File: src/rtl/div_pkg.sv
// div_pkg: shared state encoding and default widths for the sequential divider.
package div_pkg;
    typedef enum logic [1:0] {IDLE, CALC, DONE} state_t;
    localparam int DIV_DIVIDEND_W = 16;
    localparam int DIV_DIVISOR_W  = 8;
endpackage

File: src/rtl/div_restore_step.sv
// div_restore_step: one restoring-division iteration (shift in a bit, subtract the divisor if it fits).
module div_restore_step #(
    parameter int DIVISOR_W = 8
) (
    input  logic [DIVISOR_W:0]   prem,
    input  logic                 bit_in,
    input  logic [DIVISOR_W-1:0] divisor,
    output logic [DIVISOR_W:0]   prem_next,
    output logic                 q_bit
);
    logic [DIVISOR_W:0] shifted;
    assign shifted = {prem[DIVISOR_W-1:0], bit_in};
    // A set top bit of prem means the true shifted value exceeds any divisor.
    assign q_bit = prem[DIVISOR_W] | (shifted >= {1'b0, divisor});
    assign prem_next = q_bit ? shifted - {1'b0, divisor} : shifted;
endmodule

File: src/rtl/seq_divider_16by8.sv
// seq_divider_16by8: sequential restoring divider, one quotient bit per clock.
// DIV_ZERO_DETECT_EN adds the div_by_zero flag and a one-cycle divide-by-zero path.
module seq_divider_16by8
    import div_pkg::*;
#(
    parameter int DIVIDEND_W = DIV_DIVIDEND_W,
    parameter int DIVISOR_W  = DIV_DIVISOR_W,
    parameter int CNT_W      = 5
) (
    input  logic                  clk,
    input  logic                  rst,
    input  logic                  start,
    input  logic [DIVIDEND_W-1:0] dividend,
    input  logic [DIVISOR_W-1:0]  divisor,
    output logic                  busy,
    output logic                  done,
    output logic [DIVIDEND_W-1:0] quotient,
    output logic [DIVISOR_W-1:0]  remainder
`ifdef DIV_ZERO_DETECT_EN
    ,
    output logic                  div_by_zero
`endif
);
    state_t                state;
    logic [CNT_W-1:0]      cnt;
    logic [DIVIDEND_W-1:0] dvd;
    logic [DIVISOR_W-1:0]  dvs;
    logic [DIVISOR_W:0]    prem;
    logic [DIVISOR_W:0]    prem_next;
    logic                  q_bit;
    div_restore_step #(.DIVISOR_W(DIVISOR_W)) u_step (
        .prem      (prem),
        .bit_in    (dvd[DIVIDEND_W-1]),
        .divisor   (dvs),
        .prem_next (prem_next),
        .q_bit     (q_bit)
    );
    // dvd shifts dividend bits out of the top while quotient bits enter at the bottom.
    always_ff @(posedge clk or posedge rst) begin
        if (rst) begin
            state     <= IDLE;
            busy      <= 1'b0;
            done      <= 1'b0;
            quotient  <= '0;
            remainder <= '0;
            cnt       <= '0;
            dvd       <= '0;
            dvs       <= '0;
            prem      <= '0;
`ifdef DIV_ZERO_DETECT_EN
            div_by_zero <= 1'b0;
`endif
        end else begin
            done <= 1'b0;
            case (state)
                IDLE: if (start) begin
                    dvd  <= dividend;
                    dvs  <= divisor;
                    prem <= '0;
                    cnt  <= '0;
`ifdef DIV_ZERO_DETECT_EN
                    if (divisor == '0) begin
                        state       <= DONE;
                        done        <= 1'b1;
                        quotient    <= '1;
                        remainder   <= dividend[DIVISOR_W-1:0];
                        div_by_zero <= 1'b1;
                    end else begin
                        state <= CALC;
                        busy  <= 1'b1;
                    end
`else
                    state <= CALC;
                    busy  <= 1'b1;
`endif
                end
                CALC: begin
                    dvd  <= {dvd[DIVIDEND_W-2:0], q_bit};
                    prem <= prem_next;
                    cnt  <= cnt + 1'b1;
                    if (cnt == CNT_W'(DIVIDEND_W - 1)) begin
                        state     <= DONE;
                        busy      <= 1'b0;
                        done      <= 1'b1;
                        quotient  <= {dvd[DIVIDEND_W-2:0], q_bit};
                        remainder <= prem_next[DIVISOR_W-1:0];
`ifdef DIV_ZERO_DETECT_EN
                        div_by_zero <= 1'b0;
`endif
                    end
                end
                DONE:    state <= IDLE;
                default: state <= IDLE;
            endcase
        end
    end
endmodule

File: config.mk
export PLATFORM = sky130hd
export DESIGN_NAME = seq_divider_16by8
export DESIGN_NICKNAME = d
export VERILOG_FILES = /design/src/rtl/div_pkg.sv /design/src/rtl/div_restore_step.sv /design/src/rtl/seq_divider_16by8.sv
export SDC_FILE = /design/constraint.sdc
export NUM_CORES = 1
export LEC_CHECK = 0
export CELL_PAD_IN_SITES_DETAIL_PLACEMENT = 1
export CELL_PAD_IN_SITES_GLOBAL_PLACEMENT = 1
export CORE_ASPECT_RATIO = 1.5
export CORE_UTILIZATION = 41
export CTS_CLUSTER_SIZE = 40
export DETAILED_ROUTE_END_ITERATION = 10
export PLACE_DENSITY = 0.89
export SKIP_LAST_GASP = 1
export SYNTH_ARGS = -nofsm -noshare
export SYNTH_HDL_FRONTEND = slang
export SYNTH_SLANG_ARGS = --single-unit
File: constraint.sdc
create_clock -name clk -period 2.3 [get_ports clk]
set_input_delay 0.46 -clock clk [delete_from_list [all_inputs] [get_ports clk]]
set_output_delay 0.46 -clock clk [all_outputs]
set_load 0.05 [all_outputs]
==> Flow_metrics.wiki <==
{| class="wikitable"
! Metric !! Value
|-
| Peak supply drop || 872 uV
|-
| Combined area of all synthesized cells || around 3300 sq um
|-
| Number of antenna-violating nets in the routed design || 0
|-
| Number of placed I/O pins || between 50 and 60
|-
| Power density normalized to cell area || between 1500 and 2000 nW/um^2
|-
| Worst Path Max Fanout || 3
|-
| Sequential fraction of the synthesis area || between 40 and 50%
|-
| Type of the worst min-delay path || register to register
|-
| Worst slew margin relative to its limit || between 40 and 50%
|-
| Clock slew at the register clock pins of the worst setup and hold paths || around 0.06 ns
|-
| Post-synthesis average cell area || around 9.4 sq um
|-
| Top FF cell, synth || sky130_fd_sc_hd__dfrtp_1
|-
| Final standard cell utilization of the core || 56.6%
|-
| Mapped Cells || between 300 and 400
|-
| Number of sinks driven by the clock tree || between 60 and 70
|-
| Placeable Area || between 7000 and 8000 sq um
|-
| WL final || a little under 10 mm
|-
| Routed len/inst || about 19 um
|-
| Net count after synthesis || just under 400
|-
| Critical Path RT || roughly 2.5 ns
|-
| Port buffer count || 52
|-
| Worst clock skew || about 0.0073 ns
|-
| Type of the setup path with the least slack || register to register
|-
| Leakage power || a little under 0.002 uW
|-
| Max cap viols || 0
|-
| Setup WS post-layout || approximately 0.08 ns
|-
| Achievable frequency || between 400 and 500 MHz
|-
| Buffer cell driving the clock tree root || sky130_fd_sc_hd__clkbuf_16
|-
| Routability congestion estimate || about 0.9
|-
| Number of antenna cells inserted || 0
|-
| Count of hold-fix buffers inserted at cts || 0
|-
| Tightest Pin Transition || ~0.8 ns
|-
| Detailed Route Iter0 Violations || 168
|-
| Global routing usage summed across all routing layers || about 26%
|-
| Global-route wire length before repair || approximately 16 mm
|-
| Post-synth EDFFs || 0
|-
| Crit path launch type || register
|-
| Endpoint arrival time on the critical path || ~2.4 ns
|-
| Final Max Tran Viols || 0
|-
| Top cells by count, synth || 75 x sky130_fd_sc_hd__nand2_1, 66 x sky130_fd_sc_hd__dfrtp_1, 31 x sky130_fd_sc_hd__o21ai_0
|-
| Nets || 449
|-
| Synthesis Warnings || 0
|-
| Maximum number of pins on one net before global-route repair || 67
|-
| Clock latency of the later-clocked register in the worst-skew pair || 0.34 ns
|-
| Horizontal extent of the die || 75.4 um
|-
| Final Hold Violating Endpoints || 0
|-
| Most frequent cell after synthesis || sky130_fd_sc_hd__nand2_1
|-
| Post-place setup slack || slightly below 0.05 ns
|-
| Drt via density || 5.73
|-
| Endpoints failing setup || 0
|-
| Endpoint kind of the worst setup timing path || register
|-
| Final critical path time including I/O delays and setup || between 2 and 2.5 ns
|-
| Async S/R FF share, synth || between 90% and 100%
|-
| Yosys reg bits || 66
|-
| Fraction of layout instances using a drive strength above 1 || about 11%
|-
| Area share of the largest cell type after synthesis || between 40% and 50%
|-
| DP Wirelength || between 6 and 7 mm
|-
| Dominant cell type by area after synthesis || sky130_fd_sc_hd__dfrtp_1
|-
| Congestion Overflow GR || 0
|-
| Antenna violations before repair || 0
|-
| Remaining DRCs || 0
|-
| Total number of vias || 2967
|-
| Number of rows created at floorplan || 39
|-
| Die Height || approximately 110 um
|-
| Result of the run || completed
|-
| Num CTS Buffers || 9
|-
| Number of H-tree levels || 3
|-
| Leading post-synthesis cells by cell area || sky130_fd_sc_hd__dfrtp_1 50%, sky130_fd_sc_hd__nand2_1 8.5%, sky130_fd_sc_hd__o21ai_0 4.7%
|-
| Share of the cycle needed by the critical path after routing || about 96%
|-
| Syn-to-layout area delta || 31.8%
|-
| Vias in the first global route || about 3200
|-
| Die area || roughly 8400 sq um
|-
| Maximum count of clock buffers along a single path || 2
|-
| Starting density of the core || between 40% and 50%
|-
| Clock tree from TritonCTS || done
|-
| Cell variety after synth || 46
|-
| First drt pass iteration count || 4
|}
through the flow:
stage	TNS, ns	cells	hold WS [ns]	instance area (sq um)	power [uW]
CTS	0	516	0.481	4330	8220
global placement	0	500	0.456	4000	6390
finish	0	518	0.473	4370	8310
floorplan	0	353	0.450	3310	5270
global route	-0.00341	518	0.511	4370	8880
detailed placement	0	500	0.462	4000	6640
where the power goes:
part / leakage, uW / internal, uW / switching (uW)
clock: 0.000155 / 979 / 533
combinational: 0.000976 / 1780 / 2800
sequential: 0.000805 / 1750 / 471
total: 0.00194 / 4510 / 3800
critical path, stage by stage, from the launching register on:
cell and delay [ns]:
sky130_fd_sc_hd__dfrtp_1 0.40, sky130_fd_sc_hd__inv_1 0.09, sky130_fd_sc_hd__ha_2 0.18, sky130_fd_sc_hd__inv_1 0.05, sky130_fd_sc_hd__fa_2 0.34, sky130_fd_sc_hd__a211o_1 0.34
sky130_fd_sc_hd__o21ai_1 0.15, sky130_fd_sc_hd__o221a_2 0.24, sky130_fd_sc_hd__xor2_1 0.06, sky130_fd_sc_hd__a32o_1 0.26
registers in the layout (all words and copies together), names as in the netlist, 2 cells and up:
signal and cells:
dvd 16, remainder 8, prem 9, cnt 5, dvs 8, state 2
quotient 16
timing repair:
action | in CTS | in global routing
hold endpoints to repair | 0 | 0
setup endpoints to repair | 0 | 5
buffers inserted | 0 | 2
resized for setup | 0 | 5
placed cells by master, fill, tap and decap left out, types with 2 or more instances in the layout:
master                            netlist  routed
sky130_fd_sc_hd__a21o_1                 3       3
sky130_fd_sc_hd__a21oi_1               23      22
sky130_fd_sc_hd__a22o_1                 4       4
sky130_fd_sc_hd__a22oi_1               15      15
sky130_fd_sc_hd__a31oi_1                3       3
sky130_fd_sc_hd__buf_12                 0       3
sky130_fd_sc_hd__buf_4                  0      13
sky130_fd_sc_hd__bufinv_16              0       2
sky130_fd_sc_hd__clkbuf_16              0       9
sky130_fd_sc_hd__clkdlybuf4s50_1        0      52
sky130_fd_sc_hd__clkinvlp_4             0       2
sky130_fd_sc_hd__dfrtp_1               66      66
sky130_fd_sc_hd__ha_1                  10       9
sky130_fd_sc_hd__inv_1                 16      15
sky130_fd_sc_hd__nand2_1               75      75
sky130_fd_sc_hd__nand2b_1               2       2
sky130_fd_sc_hd__nand3_1                3       3
sky130_fd_sc_hd__nand4_1                9       9
sky130_fd_sc_hd__nor2_1                 9       9
sky130_fd_sc_hd__nor2b_1               16      16
sky130_fd_sc_hd__nor3_1                 7       7
sky130_fd_sc_hd__o2111ai_1              2       2
sky130_fd_sc_hd__o211ai_1               3       3
sky130_fd_sc_hd__o21a_1                 3       3
sky130_fd_sc_hd__o21ai_0               31      31
sky130_fd_sc_hd__o21ai_1                2       2
sky130_fd_sc_hd__o311ai_2               3       3
sky130_fd_sc_hd__o31ai_1                4       4
sky130_fd_sc_hd__xnor2_1                2       2
sky130_fd_sc_hd__xor2_1                 2       2
path summary, 6_finish.rpt:
path | slack (ns) | cells after the start | endpoint | from
worst min-delay path | 0.47 | 2 | quotient[2] | quotient[2]
worst max-delay path | 0.08 | 9 | prem[8] | dvd[15]
max in group asynchronous | 1.49 | 3 | dvs[6] | rst
worst max register to register | 0.08 | 9 | prem[8] | dvd[15]
worst min register to register | 0.47 | 2 | quotient[2] | quotient[2]
min in group asynchronous | 0.50 | 3 | quotient[13] | rst
routing by layer:
layer  wire [um]  vias up  global-route usage [%]
li1            -     1359                       -
met5           0        -                       0
met4         341        0                    13.6
met3         357       27                    6.28
met1        3820     1493                    27.8
met2        5350       88                    45.2
area by class of cell:
cell class	instances	area, sq um
fillers	886	3340
flip-flops and latches	66	1650
multi-input cells	250	1520
repair buffers	68	678
clock buffers	10	239
well taps	102	128
clock inverters	6	88.8
inverters	16	60.1
cell families after synthesis:
logic type               Yosys count  synth area share, %
buffers and inverters             37                 4.84
adder cells (fa/ha/maj)           11                 4.38
AND/OR/NAND/NOR                  127                 17.4
multiplexers                       1                0.340
flip-flops                        66                 49.9
XOR/XNOR                           4                 1.06
AO/OA/AOI/OAI                    107                 22.1
(Power assumes the default switching activity.)
==> variant (same flow settings) <==
Build with the macro `DIV_ZERO_DETECT_EN` defined.
--- a/src/rtl/seq_divider_16by8.sv
+++ b/src/rtl/seq_divider_16by8.sv
@@ -1,5 +1,7 @@
 // seq_divider_16by8: sequential restoring divider, one quotient bit per clock.
 // DIV_ZERO_DETECT_EN adds the div_by_zero flag and a one-cycle divide-by-zero path.
+`define DIV_ZERO_DETECT_EN
+
 module seq_divider_16by8
     import div_pkg::*;
 #(
Behaviour (old outputs only; new: div_by_zero): not the same (Yosys sat finds a counterexample within 4 cycles, from zero or initial values and one cycle with rst high).
==> variant against the unedited design <==
Critical path type unchanged; cell area increased by 1.1%; total power decreased by 5.5%; synthesized area rose by 1.8%; combinational power shrank 3%; wire length up 6.9%; sequential cell count rose by 1; sequential share of layout area up 0.14 points; via count up 6.0%; first-iteration DRC count shrank 4.2%; critical path depth down 3; largest cell class unchanged; setup slack got worse by 25 ps; highest routed layer unchanged.
==> variant: results (changes against the unedited design) <==
Yosys
The adder-cell share of the synthesized area is 4.306% (-0.076 points). The share of the yosys chip area belonging to registers came to 49.74% (-0.13 points). The fraction of registers with async set or reset after synthesis is 100.0% (unchanged). The count of unique library cells instantiated by Yosys is 49 (+6.5%). After synthesis, the most frequently instantiated cells are sky130_fd_sc_hd__dfrtp_1 (67), sky130_fd_sc_hd__nand2_1 (36), sky130_fd_sc_hd__nor2_1 (33). The net count after synthesis is 399 (+2.0%). The complex-gate fraction of the synthesized area was 21.94% (-0.16 points). The count of yosys warnings during synthesis is 0 (unchanged). Yosys attributes the largest share of cell area to sky130_fd_sc_hd__dfrtp_1 (50%), sky130_fd_sc_hd__a21oi_1 (4.5%), sky130_fd_sc_hd__o21ai_0 (4.2%), sky130_fd_sc_hd__nand2_1 (4.0%), sky130_fd_sc_hd__ha_1 (3.7%). The area share of xor/xnor cells in the synthesized design came to 0.7795% (-0.28 points). The share of cell area taken by muxes after synthesis came to 0.9280% (+0.59 points).

The flip-flop and latch count after synthesis is 67 (+1.5%). The post-synthesis instance total was 361 (+2.3%).

Drt
The via-per-instance ratio is 5.877 (+2.6%). The iteration count of the initial detailed-routing pass is 4 (unchanged). The routed length per instance is 19.72 um (+3.5%). The starting DRC count in detailed routing is 161 (-4.2%).

Power
The cell leakage power is 1.853 nW (-4.3%). The peak ir drop on the vdd network came to 0.9185 mV (+5.3%).

Clock tree
The latest clock arrival within the worst-skew pair is 340 ps (about the same). The CTS buffer count is 9 (unchanged). The H-tree depth is 3 (unchanged). The buffer cell driving the clock tree root is sky130_fd_sc_hd__clkbuf_16.

The buffer depth of the longest clock path was 2 (unchanged). The setup fix buffers added after clock tree synthesis is 0 (unchanged). The CTS clock-pin slew for the worst setup and hold paths is 60 ps (about the same).

Place
The number of cells in the design after placement is 520 (+4.0%). The routability congestion estimate is 0.8588 (-4.0%). The total half-perimeter wirelength after legalization and detailed placement was 7624 um (+15%).

The number of port buffers was 53 (+1.9%).

Global routing
The initial antenna violation count is 0 (unchanged). The via count of the first global-routing pass is 3,435 (+6.3%). The total congestion overflow is 0 (unchanged). The total global routing track utilization is 26.44% (+0.58 points). The wire length of the first global-routing pass was 17,390 um (+8.4%). The largest net degree at the start of global routing is 68 (+1.5%).

Critical path
The minimum setup slack among reg-to-reg paths came to 60 ps (-30 ps). The highest fanout seen on the critical path is 4 (+1). The endpoint arrival time on the critical path is 2450 ps.

Worst hold path
The min-delay analysis places its worst path in the category flip-flop to flip-flop.

Finish
The filler-free cell count of the finished design is 535 (+3.3%). The antenna diode count is 0 (unchanged). The share of final-layout standard cells stronger than drive strength 1 is 10.70% (-0.36 points).

The net count of the finished layout is 464 (+3.3%). In the final layout, the registers with the most flip-flops are dvd x16, quotient x16, prem x9.

STA
The worst clock skew on the final layout is 7.233 ps (-0.08133 ps). The worst hold slack across all endpoints is 489.9 ps (+16.53 ps). The worst-case headroom to the max-slew limit is 65.87% (+19 points).

Run status
The flow ran to the end, and the final reports show no timing, DRC or antenna violations.
[variant: logic make-up (layout without fill, tap and decap cells)]
| family | after synthesis | in the layout |
|---|---|---|
| flops | 67 | 67 |
| simple gates | 125 | 125 |
| compound gates | 115 | 115 |
| xor+xnor | 3 | 3 |
| fa+ha+maj | 11 | 11 |
| mux | 3 | 3 |
| buf+inv | 37 | 106 |
[variant: critical path: stages (launching register included)]
cell and delay, ps:
sky130_fd_sc_hd__dfrtp_1 410, sky130_fd_sc_hd__ha_1 390, sky130_fd_sc_hd__nand4_1 160, sky130_fd_sc_hd__o31ai_1 400, sky130_fd_sc_hd__nand2b_1 140, sky130_fd_sc_hd__o32ai_1 450
sky130_fd_sc_hd__o211ai_1 150
[variant: area by class of cell]
cell class / count / area (um^2)
Clock buffer: 12 / 246.5
Clock inverter: 3 / 15.01
Fill cell: 914 / 3591
Inverter: 15 / 56.30
Multi-Input combinational cell: 257 / 1563
Sequential cell: 67 / 1677
Tap cell: 105 / 131.4
Timing Repair Buffer: 76 / 728.2
[variant: through the flow]
| step | worst slack (ps) | setup TNS (ps) | cell area, um^2 | util, % |
|---|---|---|---|---|
| after detailed placement | -110.9 | -697.8 | 4139 | 51.69 |
| after global placement | -55.21 | -239.1 | 4139 | 51.69 |
| after CTS | 3.916 | 0 | 4400 | 54.95 |
| after floorplan | 156.8 | 0 | 3371 | - |
| final | 55.15 | 0 | 4417 | 55.16 |
| after global routing | -42.54 | -59.05 | 4417 | 55.16 |
[variant: worst paths after layout]
path                         start           end  cells after the start
setup / recovery           prem[6]  remainder[7]                      6
hold / removal             dvd[14]       dvd[14]                      2
setup reg to reg           prem[6]  remainder[7]                      6
hold reg to reg            dvd[14]       dvd[14]                      2
max in group asynchronous      rst  quotient[12]                      3
min in group asynchronous      rst       prem[1]                      3
[variant: report_power, final]
part / total (mW) / internal [mW] / switching (mW)
registers: 2.20 / 1.74 / 0.459
clock network: 1.23 / 0.746 / 0.484
logic: 4.42 / 1.70 / 2.71
total: 7.85 / 4.19 / 3.65
[variant: per-layer routing]
layer / track usage [%] / up-vias / share of wire (%)
met1: 28.86 / 1600 / 38
met4: 17.05 / 0 / 5.2
li1: - / 1418 / -
met2: 46.12 / 89 / 53
met3: 6.048 / 37 / 3.9
met5: 0 / - / 0
[variant: timing repair]
item / CTS / global route
gates resized for setup: 0 / 6
endpoints found under the hold margin: 0 / 0
hold buffers: 0 / 0
setup endpoints to repair: 0 / 10
